$ cat src/rtl/input_spi_rx.sv
// Receiver for the 3-slot pulse-coded serial link (1 = HHL, 0 = HLL), LSB first.
// Decoded bytes are offered on a valid/ready output register with error pulses.
module input_spi_rx #(
   parameter int unsigned DATA_W    = 8,
   parameter bit          LSB_FIRST = 1'b1
) (
   input  logic              clk,
   input  logic              rst,
   input  logic              in,
   input  logic              en_in,
   output logic [DATA_W-1:0] data_out,
   output logic              rx_valid,
   input  logic              rx_ready,
   output logic              busy,
   output logic              frame_err,
   output logic              overrun
);

   localparam int unsigned CNT_W = (DATA_W > 1) ? $clog2(DATA_W) : 1;
   localparam logic [CNT_W-1:0] LAST_BIT = CNT_W'(DATA_W - 1);

   typedef enum logic [1:0] {
      S_IDLE,
      S_START,
      S_DATA,
      S_STOP
   } state_t;

   state_t            r_state;
   logic [CNT_W-1:0]  r_cnt;
   logic [DATA_W-1:0] r_shift;
   logic              w_complete;
   logic [CNT_W-1:0]  w_idx;

   assign w_complete = (r_state == S_STOP) && !in && (r_cnt == LAST_BIT);
   assign w_idx      = LSB_FIRST ? r_cnt : CNT_W'(LAST_BIT - r_cnt);

   always_ff @(posedge clk) begin
      if (!rst) begin
         r_state   <= S_IDLE;
         r_cnt     <= '0;
         r_shift   <= '0;
         data_out  <= '0;
         rx_valid  <= 1'b0;
         busy      <= 1'b0;
         frame_err <= 1'b0;
         overrun   <= 1'b0;
      end else begin
         frame_err <= 1'b0;
         overrun   <= 1'b0;

         // symbol decoder; every error path discards the partial byte
         case (r_state)
            S_IDLE: begin
               if (en_in) begin
                  if (in) begin
                     r_state <= S_DATA;
                     busy    <= 1'b1;
                  end else begin
                     frame_err <= 1'b1;
                  end
               end
            end
            S_START: begin
               if (en_in && in) begin
                  r_state <= S_DATA;
               end else begin
                  frame_err <= 1'b1;
                  r_state   <= S_IDLE;
                  busy      <= 1'b0;
                  r_cnt     <= '0;
                  r_shift   <= '0;
               end
            end
            S_DATA: begin
               if (en_in) begin
                  r_shift[w_idx] <= in;
                  r_state        <= S_STOP;
               end else begin
                  frame_err <= 1'b1;
                  r_state   <= S_IDLE;
                  busy      <= 1'b0;
                  r_cnt     <= '0;
                  r_shift   <= '0;
               end
            end
            S_STOP: begin
               if (in) begin
                  frame_err <= 1'b1;
                  r_state   <= S_IDLE;
                  busy      <= 1'b0;
                  r_cnt     <= '0;
                  r_shift   <= '0;
               end else if (r_cnt == LAST_BIT) begin
                  r_state <= S_IDLE;
                  busy    <= 1'b0;
                  r_cnt   <= '0;
                  r_shift <= '0;
               end else begin
                  r_cnt   <= r_cnt + CNT_W'(1);
                  r_state <= S_START;
               end
            end
            default: begin
               r_state <= S_IDLE;
               busy    <= 1'b0;
               r_cnt   <= '0;
               r_shift <= '0;
            end
         endcase

         // output register: a held byte is only replaced when it is being accepted
         if (w_complete) begin
            if (!rx_valid || rx_ready) begin
               data_out <= r_shift;
               rx_valid <= 1'b1;
            end else begin
               overrun <= 1'b1;
            end
         end else if (rx_valid && rx_ready) begin
            rx_valid <= 1'b0;
         end
      end
   end

endmodule
$ cat config.mk
export PLATFORM = sky130hd
export DESIGN_NAME = input_spi_rx
export DESIGN_NICKNAME = d
export VERILOG_FILES = /design/src/rtl/input_spi_rx.sv
export SDC_FILE = /design/constraint.sdc
export NUM_CORES = 1
export LEC_CHECK = 0
export CORE_UTILIZATION = 40
export DETAILED_ROUTE_END_ITERATION = 12
export GPL_TIMING_DRIVEN = 0
export SYNTH_ARGS = -nofsm -noshare
export SYNTH_HDL_FRONTEND = slang
export SYNTH_SLANG_ARGS = --single-unit
$ cat constraint.sdc
create_clock -name clk -period 1.83 [get_ports clk]
set_input_delay 0.183 -clock clk [delete_from_list [all_inputs] [get_ports clk]]
set_output_delay 0.183 -clock clk [all_outputs]
set_load 0.02 [all_outputs]
==> qor.txt, run 1 <==
final setup margin: 175 ps
RSZ-0062 raised after global routing: false
share of layout cells above drive strength 1: 7.98%
CP cell instances: ha_1, ha_1, nand4b_1, nor2b_1, buf_2, mux2i_1
n_diodes: 0
DRT iter0 DRCs: 20
fin util: 49.8%
Max IR drop VDD: 0.000270 V
EDFF count, synth: 0
dpl ws: 142 ps
actual slew at the worst max-slew pin: 469 ps
initial antenna violation count: 0
CTS Hold Bufs: 0
total CTS buffers: 3
slowest CP cell: dfxtp_1
maxcap violations: 0
hold crit path type: reg -> reg
FP Rows: 20
crit end category: flop
area occupied by registers: 500 sq um
post-synthesis net count: 150
GP Congestion: 0.830
multi-input logic area: 693 sq um
tightest slew margin relative to the limit: 68.7%
Final Routed Wirelength: 2840 microns
die height: 58.5 microns
Hold Path Depth: 2
# DRC: 0
CP Depth: 6
number of hold violations in the final report: 0
synthesis-stage register bit count: 25
CTS tree: yes
die area: 3420 sq um
crit start category: flop
Reg2Reg Setup Slack: 170 ps
synth unique cells: 40
via density per instance: 5.52
Layout Nets: 171
FILL cells: 314
synthesis-to-finish area growth: 19.0%
CTS resizes: 0
total grt overflow: 0
Initial Utilization: 41.8%
Gate Count Post-Synth: 143
vias in the first global route: 1038
Crit path arrival time: 1930 ps
clock-pin slew of the registers on the worst-case setup and hold paths: 140 ps
post-synthesis sequential area ratio: 39.2%
Mapped Area: 1280 sq um
ys async rst share: 0%
fmax: 0.604 GHz
Synth Warn #: 0
first drt pass iteration count: 4
H-tree Lvls: 1
reg2reg path depth: 6
Top Ports: 17
final setup fails: 0
Sum Neg Setup Slack: 0 ps
via count: 1142
global-route wire length before repair: 4680 microns
dpl hpwl: 2130 microns
largest net degree at the start of global routing: 15
Clk Tree Root Cell: clkbuf_4
top_reg_cell synth: dfxtp_1
Crit path top cell by count: ha_1
LEAKAGE: 0.488 nW
CORE AREA: 3050 sq um
worst reg2reg endpoint: data_out[4]$_SDFFE_PN0P_
syn avg cell area: 8.93 sq um
Pins Over Slew Limit: 0
number of routed nets with antenna violations: 0
CP Class: reg -> reg
crit path max fanout: 8
Hold Startpoint: data_out[7]$_SDFFE_PN0P_
Largest stage delay, worst path: 400 ps
Hold Path End: data_out[7]$_SDFFE_PN0P_
top cell family by delay on the critical path: adder cells
GRT Total Usage: 17.9%
worst path required time: 2100 ps
launching point of the worst reg2reg path: r_cnt[0]$_SDFFE_PN0P_
Pwr Total: 0.901 mW
Max Root-Sink Buffers: 2
outcome: finished clean
DR WL/cell: 13.7 microns
Die X: 58.5 microns
final worst path period share: 90.4%
clock skew: 1.64 ps
clock sinks: 25
# port buffers: 16
minimum clock period: 1660 ps
worst path bufs/invs: 1
Worst-Skew Late Latency: 330 ps
PD cells: 593 nW/um^2
post-CTS setup buffers: 0
-- power breakdown --
group	leakage (nW)	switching [mW]	internal [mW]
combinational	0.268	0.0496	0.0359
clock	0.0177	0.179	0.0823
sequential	0.202	0.00399	0.550
-- final cells by class --
cell class | instances | area share, %
Timing Repair Buffer | 16 | 10.5
Buffer | 13 | 4.28
Clock buffer | 3 | 1.48
Tap cell | 44 | 3.62
Sequential cell | 25 | 32.9
Inverter | 5 | 1.23
Multi-Input combinational cell | 100 | 45.6
Clock inverter | 1 | 0.329
-- registers in the layout, indices dropped and copies added, names as in the netlist --
signal	cells
overrun	1
r_state	2
busy	1
r_cnt	3
r_shift	8
data_out	8
frame_err	1
rx_valid	1
-- metrics by stage --
| step | hold WS (ps) | std cells | area (sq um) |
|---|---|---|---|
| 6_report | 467 | 207 | 1520 |
| 5_1_grt | 484 | 207 | 1520 |
| 4_1_cts | 472 | 207 | 1520 |
| 3_5_place_dp | 453 | 203 | 1490 |
| 3_3_place_gp | 442 | 203 | 1490 |
| 2_1_floorplan | 329 | 143 | 1280 |
-- placed cells by master, fill, tap and decap left out, types with 5 or more instances in the layout --
cell and n:
dfxtp_1 25, clkbuf_1 7, clkdlybuf4s50_1 16, inv_1 5, a31oi_1 7, mux2i_1 8
nand2_1 19, o221ai_1 7, nor2b_1 5
-- worst max path at each step --
stage / from / end / slack, ps
after floorplan: r_cnt[1]$_SDFFE_PN0P_ / data_out[0]$_SDFFE_PN0P_ / 420
after global placement: in / r_shift[7]$_SDFFE_PN0P_ / 150
after detailed placement: in / r_shift[7]$_SDFFE_PN0P_ / 140
after CTS: r_cnt[1]$_SDFFE_PN0P_ / data_out[4]$_SDFFE_PN0P_ / 160
after global routing: r_cnt[1]$_SDFFE_PN0P_ / data_out[3]$_SDFFE_PN0P_ / 50
final: r_cnt[0]$_SDFFE_PN0P_ / data_out[4]$_SDFFE_PN0P_ / 170
-- cell families after synthesis --
kind of cell / after synthesis / share of synthesized area (%)
muxes: 8 / 6.27
adders and majority gates: 2 / 1.96
DFF: 25 / 39.2
and+or+nand+nor: 55 / 25.4
buffers and inverters: 18 / 6.56
AOI/OAI and AO/OA: 35 / 20.7
-- synthesized netlist by cell type (2+ instances only) --
library cell	count	share of area [%]
a21oi_1	3	1.2
a31oi_1	7	3.4
a32o_1	2	1.6
and2_1	2	0.98
and3b_1	2	1.4
and4b_1	3	2.4
buf_2	4	1.6
clkbuf_1	7	2.1
dfxtp_1	25	39
ha_1	2	2.0
inv_1	5	1.5
mux2i_1	8	6.3
nand2_1	19	5.6
nand2b_1	3	1.5
nand3_1	2	0.78
nand4_1	4	2.0
nor2_1	3	0.88
nor2b_1	5	2.4
nor3_1	2	0.78
o211ai_1	3	1.8
o21ai_0	4	1.6
o221ai_1	7	4.8
o311ai_0	4	2.7
-- worst register-to-register path, cell delays in order (launching register included) --
cell and delay (ps):
dfxtp_1 400, ha_1 170, ha_1 240, nand4b_1 190, nor2b_1 130, buf_2 250, mux2i_1 220
-- layer usage --
| metal | track usage [%] | vias up | routed length, microns |
|---|---|---|---|
| li1 | - | 576 | - |
| met1 | 22.2 | 538 | 1350 |
| met2 | 30.5 | 23 | 1350 |
| met3 | 2.86 | 5 | 103 |
| met4 | 8.50 | 0 | 40 |
| met5 | 0 | - | 0 |
Power figures use the tool's default switching activity.
==> inputs of run 2 (changes only) <==
Settings changed: CAP_MARGIN set to 15, SETUP_SLACK_MARGIN set to 0.2.
==> qor.txt, run 2 (synthesis results as in run 1) <==
outcome: finished clean (unchanged)
Clk Tree Root Cell: clkbuf_4 (unchanged)
H-tree Lvls: 1 (unchanged)
crit end category: flop (unchanged)
Final Cell Area: 1540 sq um (was 1520 sq um)
Pwr Total: 0.896 mW (was 0.901 mW)
crit start category: flop (unchanged)
biggest regs: data_out: 8 flops, r_shift: 8 flops, r_cnt: 3 flops (unchanged)
CP Class: reg -> reg (unchanged)
final setup margin: 302 ps (was 175 ps)
clock sinks: 25 (unchanged)
vias in the first global route: 1037 (was 1038)
clock-pin slew of the registers on the worst-case setup and hold paths: 140 ps (about the same)
largest net degree at the start of global routing: 15 (unchanged)
actual slew at the worst max-slew pin: 459 ps (was 469 ps)
DR WL/cell: 13.7 microns (about the same)
fmax: 0.654 GHz (was 0.604 GHz)
most common cell after layout, fill and taps aside: dfxtp_1 (unchanged)
Pins Over Slew Limit: 0 (unchanged)
Max IR drop VDD: 0.000264 V (was 0.000270 V)
GRT Total Usage: 17.9% (unchanged)
hold crit path type: reg -> reg (unchanged)
worst path required time: 2100 ps (about the same)
global-route wire length before repair: 4670 microns (was 4680 microns)
initial antenna violation count: 0 (unchanged)
PD cells: 581 nW/um^2 (was 593 nW/um^2)
number of hold violations in the final report: 0 (unchanged)
dpl hpwl: 2130 microns (unchanged)
die area: 3420 sq um (unchanged)
number of routed nets with antenna violations: 0 (unchanged)
DRT iter0 DRCs: 27 (was 20)
via count: 1151 (was 1142)
tightest slew margin relative to the limit: 69.4% (was 68.7%)
dpl cell area: 1490 sq um (unchanged)
Initial Utilization: 41.8% (unchanged)
Sum Neg Setup Slack: 0 ps (unchanged)
maxcap violations: 0 (unchanged)
first drt pass iteration count: 4 (unchanged)
Worst-Skew Late Latency: 330 ps (about the same)
CORE AREA: 3050 sq um (unchanged)
FP Rows: 20 (unchanged)
n_diodes: 0 (unchanged)
final setup fails: 0 (unchanged)
Top Ports: 17 (unchanged)
# DRC: 0 (unchanged)
minimum clock period: 1530 ps (was 1660 ps)
Die X: 58.5 microns (unchanged)
Final Routed Wirelength: 2860 microns (was 2840 microns)
share of layout cells above drive strength 1: 10.3% (was 7.98%)
die height: 58.5 microns (unchanged)
GP Congestion: 0.830 (unchanged)
LEAKAGE: 0.494 nW (was 0.488 nW)
via density per instance: 5.51 (was 5.52)
fin util: 50.5% (was 49.8%)
CTS tree: yes (unchanged)
synthesis-to-finish area growth: 20.7% (was 19.0%)
crit path max fanout: 8 (unchanged)
RSZ-0062 raised after global routing: false (unchanged)
final worst path period share: 83.5% (was 90.4%)
total CTS buffers: 3 (unchanged)
total grt overflow: 0 (unchanged)
# port buffers: 16 (unchanged)
Crit path arrival time: 1800 ps (was 1930 ps)
Layout Nets: 173 (was 171)
dpl ws: 142 ps (unchanged)
Max Root-Sink Buffers: 2 (unchanged)
most frequent cells in the layout: dfxtp_1, nand2_1, clkdlybuf4s50_1 (unchanged)
clock skew: 4.71 ps (was 1.64 ps)
run 2: power breakdown:
part	total (mW)	switching (mW)	internal (mW)
Combinational	0.0858	0.0496	0.0361
Clock	0.256	0.174	0.0822
Sequential	0.554	0.00400	0.550
Total	0.896	0.228	0.668
run 2: through the flow:
step / cells / hold WS (ps)
after detailed placement: 203 / 453
after global placement: 203 / 442
after global routing: 209 / 484
after floorplan: 143 / 329
final: 209 / 467
after CTS: 207 / 472
run 2: routing by layer:
metal / up-vias / routed length (microns) / part of all wire (%) / global-route usage (%)
li1: 578 / - / - / -
met1: 545 / 1340 / 47 / 22.2
met2: 24 / 1380 / 48 / 30.5
met3: 4 / 99 / 3.5 / 2.86
met4: 0 / 33 / 1.2 / 8.50
met5: - / 0 / 0 / 0
run 2: path summary, 6_finish.rpt:
check | end | depth (start not counted) | slack, ps | from
hold / removal | data_out[7]$_SDFFE_PN0P_ | 2 | 470 | data_out[7]$_SDFFE_PN0P_
setup reg to reg | data_out[4]$_SDFFE_PN0P_ | 6 | 300 | r_cnt[0]$_SDFFE_PN0P_
setup / recovery | data_out[4]$_SDFFE_PN0P_ | 6 | 300 | r_cnt[0]$_SDFFE_PN0P_
hold reg to reg | data_out[7]$_SDFFE_PN0P_ | 2 | 470 | data_out[7]$_SDFFE_PN0P_
run 2: final cells by class:
cell class,instances,area (sq um)
fillers,315,1510
multi-input cells,100,696
flip-flops and latches,25,502
repair buffers,18,175
plain buffers,13,67.6
well taps,44,55.1
clock buffers,3,22.5
inverters,5,18.8
clock inverters,1,5.00
run 2: critical path, cell delays in order (launching register included):
cell and delay, ps:
dfxtp_1 390, ha_1 170, ha_2 220, nand4b_1 160
nor2b_1 140, buf_4 190, mux2i_1 200
run 2: timing repair:
| action | CTS | global route |
|---|---|---|
| gates cloned | 0 | 0 |
| hold buffers | 0 | 0 |
| resized for setup | 1 | 2 |
| pin swaps | 0 | 1 |
| setup buffers | 0 | 2 |
| setup endpoints to repair | 8 | 16 |
==> inputs of run 3 (changes only) <==
Clock period 1.83 ns to 1.25 ns, I/O delays scaled along.
==> qor.txt, run 3 (synthesis results as in run 1) <==
Clk Tree Root Cell: clkbuf_4 (unchanged)
register share of total power: 60.6% (was 61.8%)
number of routed nets with antenna violations: 0 (unchanged)
hold crit path type: in -> reg (was reg -> reg)
Reg2Reg Setup Slack: -170 ps (was 300 ps)
CP Class: reg -> reg (unchanged)
Pwr Total: 1.34 mW (was 0.896 mW)
PD cells: 763 nW/um^2 (was 581 nW/um^2)
# DRC: 0 (unchanged)
dpl hpwl: 2060 microns (was 2130 microns)
Worst-Skew Late Latency: 310 ps (was 330 ps)
Top Ports: 17 (unchanged)
H-tree Lvls: 1 (unchanged)
GP Congestion: 0.804 (was 0.830)
Logic pwr share: 12.4% (was 9.6%)
DR WL/cell: 14.5 microns (was 13.7 microns)
multi-input logic area: 793 sq um (was 696 sq um)
clock sinks: 25 (unchanged)
Finished Layout Cells: 222 (was 209)
worst path required time: 1500 ps (was 2100 ps)
dpl cell area: 1560 sq um (was 1490 sq um)
dpl cells: 203 (unchanged)
Initial Utilization: 41.8% (unchanged)
worst reg2reg endpoint: r_shift[5]$_SDFFE_PN0P_ (was data_out[4]$_SDFFE_PN0P_)
hold_ws: 341 ps (was 467 ps)
initial antenna violation count: 0 (unchanged)
LEAKAGE: 0.627 nW (was 0.494 nW)
number of hold violations in the final report: 0 (unchanged)
reg2reg path depth: 6 (unchanged)
via density per instance: 5.44 (was 5.51)
die area: 3420 sq um (unchanged)
outcome: finished with violations (was finished clean)
n_diodes: 0 (unchanged)
maxcap violations: 0 (unchanged)
tightest slew margin relative to the limit: 69.8% (was 69.4%)
Int Pwr: 1.00 mW (was 0.668 mW)
Pins Over Slew Limit: 0 (unchanged)
dpl ws: -423 ps (was 142 ps)
vias in the first global route: 1082 (was 1037)
crit path max fanout: 7 (was 8)
final setup margin: -172 ps (was 302 ps)
Die X: 58.5 microns (unchanged)
via count: 1207 (was 1151)
Crit path arrival time: 1670 ps (was 1800 ps)
GRT Total Usage: 19.2% (was 17.9%)
biggest regs: data_out: 8 flops, r_shift: 8 flops, r_cnt: 3 flops (unchanged)
FP Rows: 20 (unchanged)
final setup fails: 20 (was 0)
# port buffers: 16 (unchanged)
clock-pin slew of the registers on the worst-case setup and hold paths: 130 ps (was 140 ps)
crit start category: flop (unchanged)
most frequent cells in the layout: dfxtp_1, nand2_1, buf_2 (was dfxtp_1, nand2_1, clkdlybuf4s50_1)
CTS tree: yes (unchanged)
final worst path period share: 114% (was 83.5%)
Max Root-Sink Buffers: 2 (unchanged)
RSZ-0062 raised after global routing: true (was false)
clock skew: 4.88 ps (was 4.71 ps)
sw power: 0.335 mW (was 0.228 mW)
share of layout cells above drive strength 1: 36.0% (was 10.3%)
Clk pwr share: 27.0% (was 28.6%)
minimum clock period: 1420 ps (was 1530 ps)
FILL cells: 290 (was 315)
Hold Path Depth: 2 (unchanged)
Max IR drop VDD: 0.000475 V (was 0.000264 V)
DRT iter0 DRCs: 43 (was 27)
Final Cell Area: 1750 sq um (was 1540 sq um)
crit end category: flop (unchanged)
total CTS buffers: 3 (unchanged)
largest net degree at the start of global routing: 14 (was 15)
synthesis-to-finish area growth: 37.0% (was 20.7%)
first drt pass iteration count: 4 (unchanged)
failing checks: negative setup slack
area occupied by registers: 512 sq um (was 502 sq um)
Hold Startpoint: en_in (was data_out[7]$_SDFFE_PN0P_)
actual slew at the worst max-slew pin: 453 ps (was 459 ps)
Hold Path End: r_state[1]$_SDFFE_PN0P_ (was data_out[7]$_SDFFE_PN0P_)
Sw Ratio: 25.1% (was 25.4%)
fin util: 57.3% (was 50.5%)
launching point of the worst reg2reg path: r_cnt[1]$_SDFFE_PN0P_ (was r_cnt[0]$_SDFFE_PN0P_)
die height: 58.5 microns (unchanged)
total grt overflow: 0 (unchanged)
fmax: 0.703 GHz (was 0.654 GHz)
Final Routed Wirelength: 3210 microns (was 2860 microns)
global-route wire length before repair: 5140 microns (was 4670 microns)
CORE AREA: 3050 sq um (unchanged)
Sum Neg Setup Slack: -2470 ps (was 0 ps)
most common cell after layout, fill and taps aside: dfxtp_1 (unchanged)
Layout Nets: 186 (was 173)
-- run 3: cell count changes in the layout (fill, tap and decap cells not counted), moves of 3 or more --
cell,delta
o21ai_0,-3
clkbuf_1,-5
o221ai_2,+6
buf_4,+5
clkbuf_2,+5
clkdlybuf4s50_1,-14
buf_6,+9
buf_2,+10
o221ai_1,-6
dfxtp_1,-4
-- run 3: power groups by stage --
stage | Sequential [mW] | Combinational (mW) | Clock, mW
final | 0.810 | 0.165 | 0.361
after floorplan | 0.836 | 0.0761 | 0
after CTS | 0.810 | 0.143 | 0.367
after detailed placement | 0.830 | 0.134 | 0
after global routing | 0.811 | 0.180 | 0.399
after global placement | 0.829 | 0.133 | 0
-- run 3: repair_timing --
item / CTS / global route
pin swaps: 8 / 12
hold buffers: 0 / 0
cloned: 1 / 0
setup buffers: 6 / 8
setup endpoints to repair: 37 / 32
gates resized for setup: 60 / 28
-- run 3: final cells by class --
type | instances | share of cell area (%)
tap | 44 | 3.15
clock buffer | 4 | 1.50
sequential | 25 | 29.2
buffer | 13 | 6.58
multi-input combinational | 100 | 45.3
timing repair buffer | 31 | 12.9
inverter | 5 | 1.29
-- run 3: how the worst max path moves through the flow --
stage	start	to	slack, ps
finish	r_cnt[1]$_SDFFE_PN0P_	r_shift[5]$_SDFFE_PN0P_	-170
global route	r_cnt[1]$_SDFFE_PN0P_	data_out[7]$_SDFFE_PN0P_	-290
CTS	r_cnt[1]$_SDFFE_PN0P_	data_out[5]$_SDFFE_PN0P_	-150
detailed placement	en_in	r_shift[7]$_SDFFE_PN0P_	-420
global placement	en_in	r_shift[7]$_SDFFE_PN0P_	-420
floorplan	r_cnt[1]$_SDFFE_PN0P_	r_shift[0]$_SDFFE_PN0P_	-50
-- run 3: layer usage --
layer / GRT usage (%) / vias to the layer above / wire length, microns
li1: - / 611 / -
met1: 27.2 / 557 / 1560
met2: 31.9 / 35 / 1430
met3: 1.98 / 4 / 196
met4: 4.08 / 0 / 26
met5: 0 / - / 0
-- run 3: worst max-delay path: stages, from the launching register on --
cell and delay (ps):
dfxtp_4 380, ha_4 160, ha_4 170, nor3b_4 190
buf_6 170, o221ai_1 130, a31oi_1 150
